### config.mk
export PLATFORM = sky130hd
export DESIGN_NAME = spi_master_gen
export DESIGN_NICKNAME = d
export VERILOG_FILES = /design/src/rtl/spi_pkg.sv /design/src/rtl/spi_clk_div.sv /design/src/rtl/spi_master_gen.sv
export SDC_FILE = /design/constraint.sdc
export NUM_CORES = 1
export LEC_CHECK = 0
export CAP_MARGIN = 10
export CORE_MARGIN = 3
export CORE_UTILIZATION = 48
export DETAILED_ROUTE_END_ITERATION = 12
export GPL_TIMING_DRIVEN = 0
export MAX_ROUTING_LAYER = met4
export PLACE_DENSITY = 0.81
export SETUP_SLACK_MARGIN = 0.02
export SYNTH_ARGS = -nofsm -noshare
export SYNTH_HDL_FRONTEND = slang
export SYNTH_SLANG_ARGS = --single-unit
### constraint.sdc
create_clock -name clk -period 2.21 [get_ports clk]
set_clock_uncertainty 0.15 [all_clocks]
set_input_delay 0.442 -clock clk [delete_from_list [all_inputs] [get_ports clk]]
set_output_delay 0.442 -clock clk [all_outputs]
set_load 0.01 [all_outputs]
### src/rtl/spi_pkg.sv
// Shared types and mode constants for the SPI host serialiser.
package spi_pkg;

  typedef enum logic [1:0] {
    SPI_IDLE,
    SPI_LEAD,
    SPI_XFER,
    SPI_TRAIL
  } spi_state_t;

  typedef struct packed {
    logic cpol;
    logic cpha;
  } spi_mode_t;

  localparam spi_mode_t SPI_MODE0 = '{cpol: 1'b0, cpha: 1'b0};
  localparam spi_mode_t SPI_MODE1 = '{cpol: 1'b0, cpha: 1'b1};
  localparam spi_mode_t SPI_MODE2 = '{cpol: 1'b1, cpha: 1'b0};
  localparam spi_mode_t SPI_MODE3 = '{cpol: 1'b1, cpha: 1'b1};

endpackage

### src/rtl/spi_clk_div.sv
// Half-period tick generator: tick is high in the last cycle of every CLK_DIV-cycle window.
module spi_clk_div #(
  parameter int unsigned CLK_DIV = 2
) (
  input  logic clk,
  input  logic nrst,
  input  logic clear,
  output logic tick
);

  localparam int unsigned CW   = (CLK_DIV > 1) ? $clog2(CLK_DIV) : 1;
  localparam logic [CW-1:0] LAST = CW'(CLK_DIV - 1);
  localparam logic          FAST = (CLK_DIV == 1);

  logic [CW-1:0] r_cnt;
  logic          r_tick;
  logic [CW-1:0] w_cnt_inc;

  assign w_cnt_inc = r_cnt + CW'(1);
  assign tick      = r_tick;

  // r_tick is precomputed so it equals (r_cnt == LAST) without a combinational output
  always_ff @(posedge clk or negedge nrst) begin
    if (!nrst) begin
      r_cnt  <= '0;
      r_tick <= FAST;
    end else if (clear || (r_cnt == LAST)) begin
      r_cnt  <= '0;
      r_tick <= FAST;
    end else begin
      r_cnt  <= w_cnt_inc;
      r_tick <= (w_cnt_inc == LAST);
    end
  end

endmodule

### src/rtl/spi_master_gen.sv
// Full-duplex SPI host serialiser with per-transfer CPOL/CPHA, one-hot active-low
// selects and a shared SCLK half-period divider.
module spi_master_gen
  import spi_pkg::*;
#(
  parameter int unsigned DATA_WIDTH = 8,
  parameter int unsigned NUM_CS     = 1,
  parameter int unsigned CLK_DIV    = 2,
  localparam int unsigned CS_W      = (NUM_CS > 1) ? $clog2(NUM_CS) : 1
) (
  input  logic                  clk,
  input  logic                  nrst,
  input  logic                  tx_valid,
  output logic                  tx_ready,
  input  logic [DATA_WIDTH-1:0] tx_data,
  input  logic [1:0]            mode,
  input  logic [CS_W-1:0]       cs_idx,
  output logic [DATA_WIDTH-1:0] rx_data,
  output logic                  rx_valid,
  output logic                  busy,
  output logic                  sclk_out,
  output logic [NUM_CS-1:0]     sel_out,
  output logic                  mosi_out,
  input  logic                  miso_in
);

  localparam int unsigned EW = $clog2(2 * DATA_WIDTH + 1);
  localparam logic [EW-1:0] LAST_EDGE = EW'(2 * DATA_WIDTH);

  spi_state_t            r_state, w_state_nxt;
  spi_mode_t             r_mode, w_mode_nxt;
  logic [NUM_CS-1:0]     r_sel, w_sel_nxt, w_sel_dec;
  logic [DATA_WIDTH-1:0] r_tx_sh, w_tx_sh_nxt;
  logic [DATA_WIDTH-1:0] r_rx_sh, w_rx_sh_nxt;
  logic [DATA_WIDTH-1:0] r_rx_data, w_rx_data_nxt;
  logic [EW-1:0]         r_edge, w_edge_nxt, w_edge_inc;
  logic                  r_sclk, w_sclk_nxt;
  logic                  r_mosi, w_mosi_nxt;
  logic                  r_rx_valid, w_rx_valid_nxt;
  logic                  r_busy, r_ready;
  logic                  w_accept, w_tick;

  assign w_accept   = tx_valid & r_ready;
  assign w_edge_inc = r_edge + EW'(1);

  spi_clk_div #(.CLK_DIV(CLK_DIV)) u_clk_div (
    .clk   (clk),
    .nrst  (nrst),
    .clear (w_accept),
    .tick  (w_tick)
  );

  // Out-of-range indices leave every select high; a single select is always used
  always_comb begin
    w_sel_dec = '1;
    for (int unsigned i = 0; i < NUM_CS; i++) begin
      w_sel_dec[i] = (NUM_CS > 1) ? (cs_idx != CS_W'(i)) : 1'b0;
    end
  end

  always_ff @(posedge clk or negedge nrst) begin
    if (!nrst) r_state <= SPI_IDLE;
    else       r_state <= w_state_nxt;
  end

  always_comb begin
    w_state_nxt    = r_state;
    w_mode_nxt     = r_mode;
    w_sel_nxt      = r_sel;
    w_tx_sh_nxt    = r_tx_sh;
    w_rx_sh_nxt    = r_rx_sh;
    w_rx_data_nxt  = r_rx_data;
    w_edge_nxt     = r_edge;
    w_sclk_nxt     = r_sclk;
    w_mosi_nxt     = r_mosi;
    w_rx_valid_nxt = 1'b0;
    case (r_state)
      SPI_IDLE: begin
        w_mosi_nxt = 1'b1;
        if (w_accept) begin
          w_state_nxt = SPI_LEAD;
          w_mode_nxt  = spi_mode_t'(mode);
          w_sel_nxt   = w_sel_dec;
          w_sclk_nxt  = mode[1];
          w_edge_nxt  = '0;
          w_rx_sh_nxt = '0;
          // CPHA=0 presents the MSB before the first edge, so pre-shift it out here
          if (mode[0]) begin
            w_tx_sh_nxt = tx_data;
          end else begin
            w_tx_sh_nxt = {tx_data[DATA_WIDTH-2:0], 1'b0};
            w_mosi_nxt  = tx_data[DATA_WIDTH-1];
          end
        end
      end
      SPI_LEAD: begin
        w_sclk_nxt = r_mode.cpol;
        if (w_tick) w_state_nxt = SPI_XFER;
      end
      SPI_XFER: begin
        if (w_tick) begin
          w_sclk_nxt = ~r_sclk;
          w_edge_nxt = w_edge_inc;
          // odd edges lead; CPHA=0 samples on leading, CPHA=1 on trailing
          if (w_edge_inc[0] ^ r_mode.cpha) begin
            w_rx_sh_nxt = {r_rx_sh[DATA_WIDTH-2:0], miso_in};
          end else if (w_edge_inc != LAST_EDGE) begin
            w_mosi_nxt  = r_tx_sh[DATA_WIDTH-1];
            w_tx_sh_nxt = {r_tx_sh[DATA_WIDTH-2:0], 1'b0};
          end
          if (w_edge_inc == LAST_EDGE) w_state_nxt = SPI_TRAIL;
        end
      end
      SPI_TRAIL: begin
        w_sclk_nxt = r_mode.cpol;
        if (w_tick) begin
          w_state_nxt    = SPI_IDLE;
          w_sel_nxt      = '1;
          w_mosi_nxt     = 1'b1;
          w_rx_data_nxt  = r_rx_sh;
          w_rx_valid_nxt = 1'b1;
        end
      end
      default: w_state_nxt = SPI_IDLE;
    endcase
  end

  always_ff @(posedge clk or negedge nrst) begin
    if (!nrst) begin
      r_mode     <= '0;
      r_sel      <= '1;
      r_tx_sh    <= '0;
      r_rx_sh    <= '0;
      r_rx_data  <= '0;
      r_edge     <= '0;
      r_sclk     <= 1'b0;
      r_mosi     <= 1'b1;
      r_rx_valid <= 1'b0;
      r_busy     <= 1'b0;
      r_ready    <= 1'b0;
    end else begin
      r_mode     <= w_mode_nxt;
      r_sel      <= w_sel_nxt;
      r_tx_sh    <= w_tx_sh_nxt;
      r_rx_sh    <= w_rx_sh_nxt;
      r_rx_data  <= w_rx_data_nxt;
      r_edge     <= w_edge_nxt;
      r_sclk     <= w_sclk_nxt;
      r_mosi     <= w_mosi_nxt;
      r_rx_valid <= w_rx_valid_nxt;
      r_busy     <= (w_state_nxt != SPI_IDLE);
      r_ready    <= (w_state_nxt == SPI_IDLE);
    end
  end

  assign tx_ready = r_ready;
  assign rx_data  = r_rx_data;
  assign rx_valid = r_rx_valid;
  assign busy     = r_busy;
  assign sclk_out = r_sclk;
  assign sel_out  = r_sel;
  assign mosi_out = r_mosi;

endmodule

==> results.ini <==
[floorplan]
coreArea_mm2=0.00380
die_area_mm2=0.00490
die_x_um=70.0
row_count=22
io_pins=29
die_h_um=70.0
initial_core_util_pct=51.8

[clock_network]
cts_tree=built
tritoncts_num_sinks=40
cts_buffers=5
clockBufferDepth=2
worstSkewPairLatency_ps=300
clk_pin_slew_ps=80
htree_levels=2
cts_root_buf=clkbuf_8

[sta]
setup_tns_ps=0
setup-violations-final=0
min_period_over_period_pct=95.1
worst_pin_slew_ps=871
rsz0062_at_grt=true
period_minus_slack_ps=2100
layout_setup_ws_ps=108
hold_slack_ps=101
hold_viol_final=0
fmax_mhz=476
slew_viol_final=0
slew_headroom_pct=41.9

[worst_setup_path]
cpPeakStageDelay_ps=430
worstSetupStartpointType=flip-flop
critPathSlowestCell=or3_4
endpoint_kind=flip-flop
arrival_ps=2130
path_max_fanout=10
path_cells=inv_2 > ha_1 > buf_6 > a21boi_4 > or3_4 > a21o_4 > buf_8 > nand2_1 > o21ai_1
crit_required_ps=2240
critical_path_class=reg -> reg

[grt]
gr-usage-all-layers_pct=18.5
grt_overflow=0
grt_antenna_before_repair=0
grt_max_degree=41
grt_pass1_wl_um=6970
grt_pass1_vias=1535

[detailed_routing]
drc=0
ant_nets=0
drtIter0Drc=135
avgViaCountPerCell=5.38
wl_per_cell_um=14.5
routed_wl_um=4110
vias=1522
drt_first_pass_iters=4

[layout]
finish.utilization_pct=63.9
areaGrowthSynthToFinish_pct=23.3
layout_commonest_cell=dfrtp_1
layout.nets=254
fillCellCount=327
instances_no_fill=283
final_cell_mix=dfrtp_1 (38), nand2_1 (34), clkdlybuf4s50_1 (25), o21ai_1 (14), o21ai_0 (12)
multi_input_area_um2=877
ff_latch_area_mm2=0.00100
drive_above_1_share_pct=18.3
antennaDiodeCount=0
design_area_mm2=0.00243

[synth]
syn_inst=195
synth_nets=215
yosys_register_bits=40
syn_area_per_cell_um2=10.1
ys.warnings.count=0
synthArstFlopShare_pct=100
synth_cell_type_count=38
ys_seq_area_share_pct=51.0
ys.flop_type=dfrtp_1
synthTopCellsByArea=dfrtp_1 (48%), nand2_1 (6.5%), mux2_2 (5.7%)
synth.top_cell.area_share_pct=48.3
synth-edff-count=0
synth_area_leader_cell=dfrtp_1
syn-cell-area_mm2=0.00197

[pwr]
p_per_area_mw_per_mm2=1360
finalPower_mw=3.31
total_leakage_power_nw=1.10
peakVddDrop_mv=0.745

[placed_design]
preCtsSetupSlack_ps=-209
dp_cells=269
placed_area_mm2=0.00228
io_buffers=26
finalWeightedCongestion=0.894
dp.final_hpwl_um=2820

[run]
maxCapViolCount=0

[hold_path]
hp-class=in -> async

[status]
status=completed

-- registers in the layout (all words and copies together) (netlist names) --
register / flops
mosi_out: 1
r_state: 2
u_clk_div.r_cnt: 1
rx_data: 8
busy: 1
sel_out: 1
sclk_out: 1
rx_valid: 1
r_mode: 2
r_rx_sh: 8
r_edge: 5
tx_ready: 1
r_tx_sh: 8
-- critical path, delay by kind of cell, from the launching register on --
| family | cells | cell delay, ps |
|---|---|---|
| AND/OR/NAND/NOR | 2 | 490 |
| AO/OA/AOI/OAI | 3 | 430 |
| flip-flops | 1 | 370 |
| buffers and inverters | 3 | 330 |
| adder cells (fa/ha/maj) | 1 | 200 |
-- cell type report --
cell class                 instances  area share (%)
sequential                        40            41.4
multi-input combinational        138            36.2
timing repair buffer              33            12.7
clock buffer                       6            3.40
tap                               48            2.48
buffer                             8            2.27
inverter                           8            1.24
clock inverter                     2           0.413
-- cell families (layout without fill, tap and decap cells) --
family	count (synthesis)	after routing	synth area share, %
AND/OR/NAND/NOR	61	61	13.6
AO/OA/AOI/OAI	50	50	15.9
flip-flops	40	40	51.0
multiplexers	18	18	9.80
buffers and inverters	17	57	4.71
adder cells (fa/ha/maj)	5	5	3.18
XOR/XNOR	4	4	1.78
-- path summary, 6_finish.rpt --
path                            startpoint         end  slack [ps]  depth (start not counted)
worst min register to register  r_tx_sh[4]  r_tx_sh[4]         350                          2
worst min-delay path                  nrst   r_edge[0]         100                          1
worst max register to register  r_state[0]  r_rx_sh[1]         110                          9
worst max-delay path            r_state[0]  r_rx_sh[1]         110                          9
max in group asynchronous             nrst  r_rx_sh[1]        1250                          1
min in group clk                r_tx_sh[4]  r_tx_sh[4]         350                          2
-- Yosys cell counts, types with 2 or more instances --
| library cell | n |
|---|---|
| dfrtp_1 | 38 |
| nand2_1 | 34 |
| o21ai_1 | 14 |
| o21ai_0 | 12 |
| a21oi_1 | 10 |
| mux2_2 | 10 |
| nor2_1 | 10 |
| inv_1 | 8 |
| mux2i_1 | 8 |
| ha_1 | 5 |
| nand3_1 | 4 |
| buf_6 | 3 |
| xor2_1 | 3 |
| buf_2 | 2 |
| clkbuf_1 | 2 |
| dfstp_2 | 2 |
| nand2_2 | 2 |
| nor2b_1 | 2 |
| nor3_1 | 2 |
| nor4_1 | 2 |
| o21ai_2 | 2 |
| o22ai_1 | 2 |
| o31ai_1 | 2 |
| or3_1 | 2 |
-- timing repair --
item / in CTS / in global routing
setup buffers: 7 / 0
pin swaps: 1 / 1
resized for setup: 2 / 2
hold buffers: 0 / 0
endpoints found under the setup margin: 16 / 17
-- routing by layer --
layer | routed length [um] | up-vias | track usage (%)
met3 | 181 | 6 | 5.61
met5 | 0 | - | -
met2 | 1900 | 38 | 28.9
met1 | 1960 | 733 | 23.1
li1 | - | 745 | -
met4 | 65 | 0 | 5.74
-- where the power goes --
group	switching (mW)	total, mW	internal, mW
Clock	0.265	0.514	0.249
Combinational	0.828	1.63	0.799
Sequential	0.169	1.17	0.998
No activity file was read; power rests on OpenSTA's default activity.
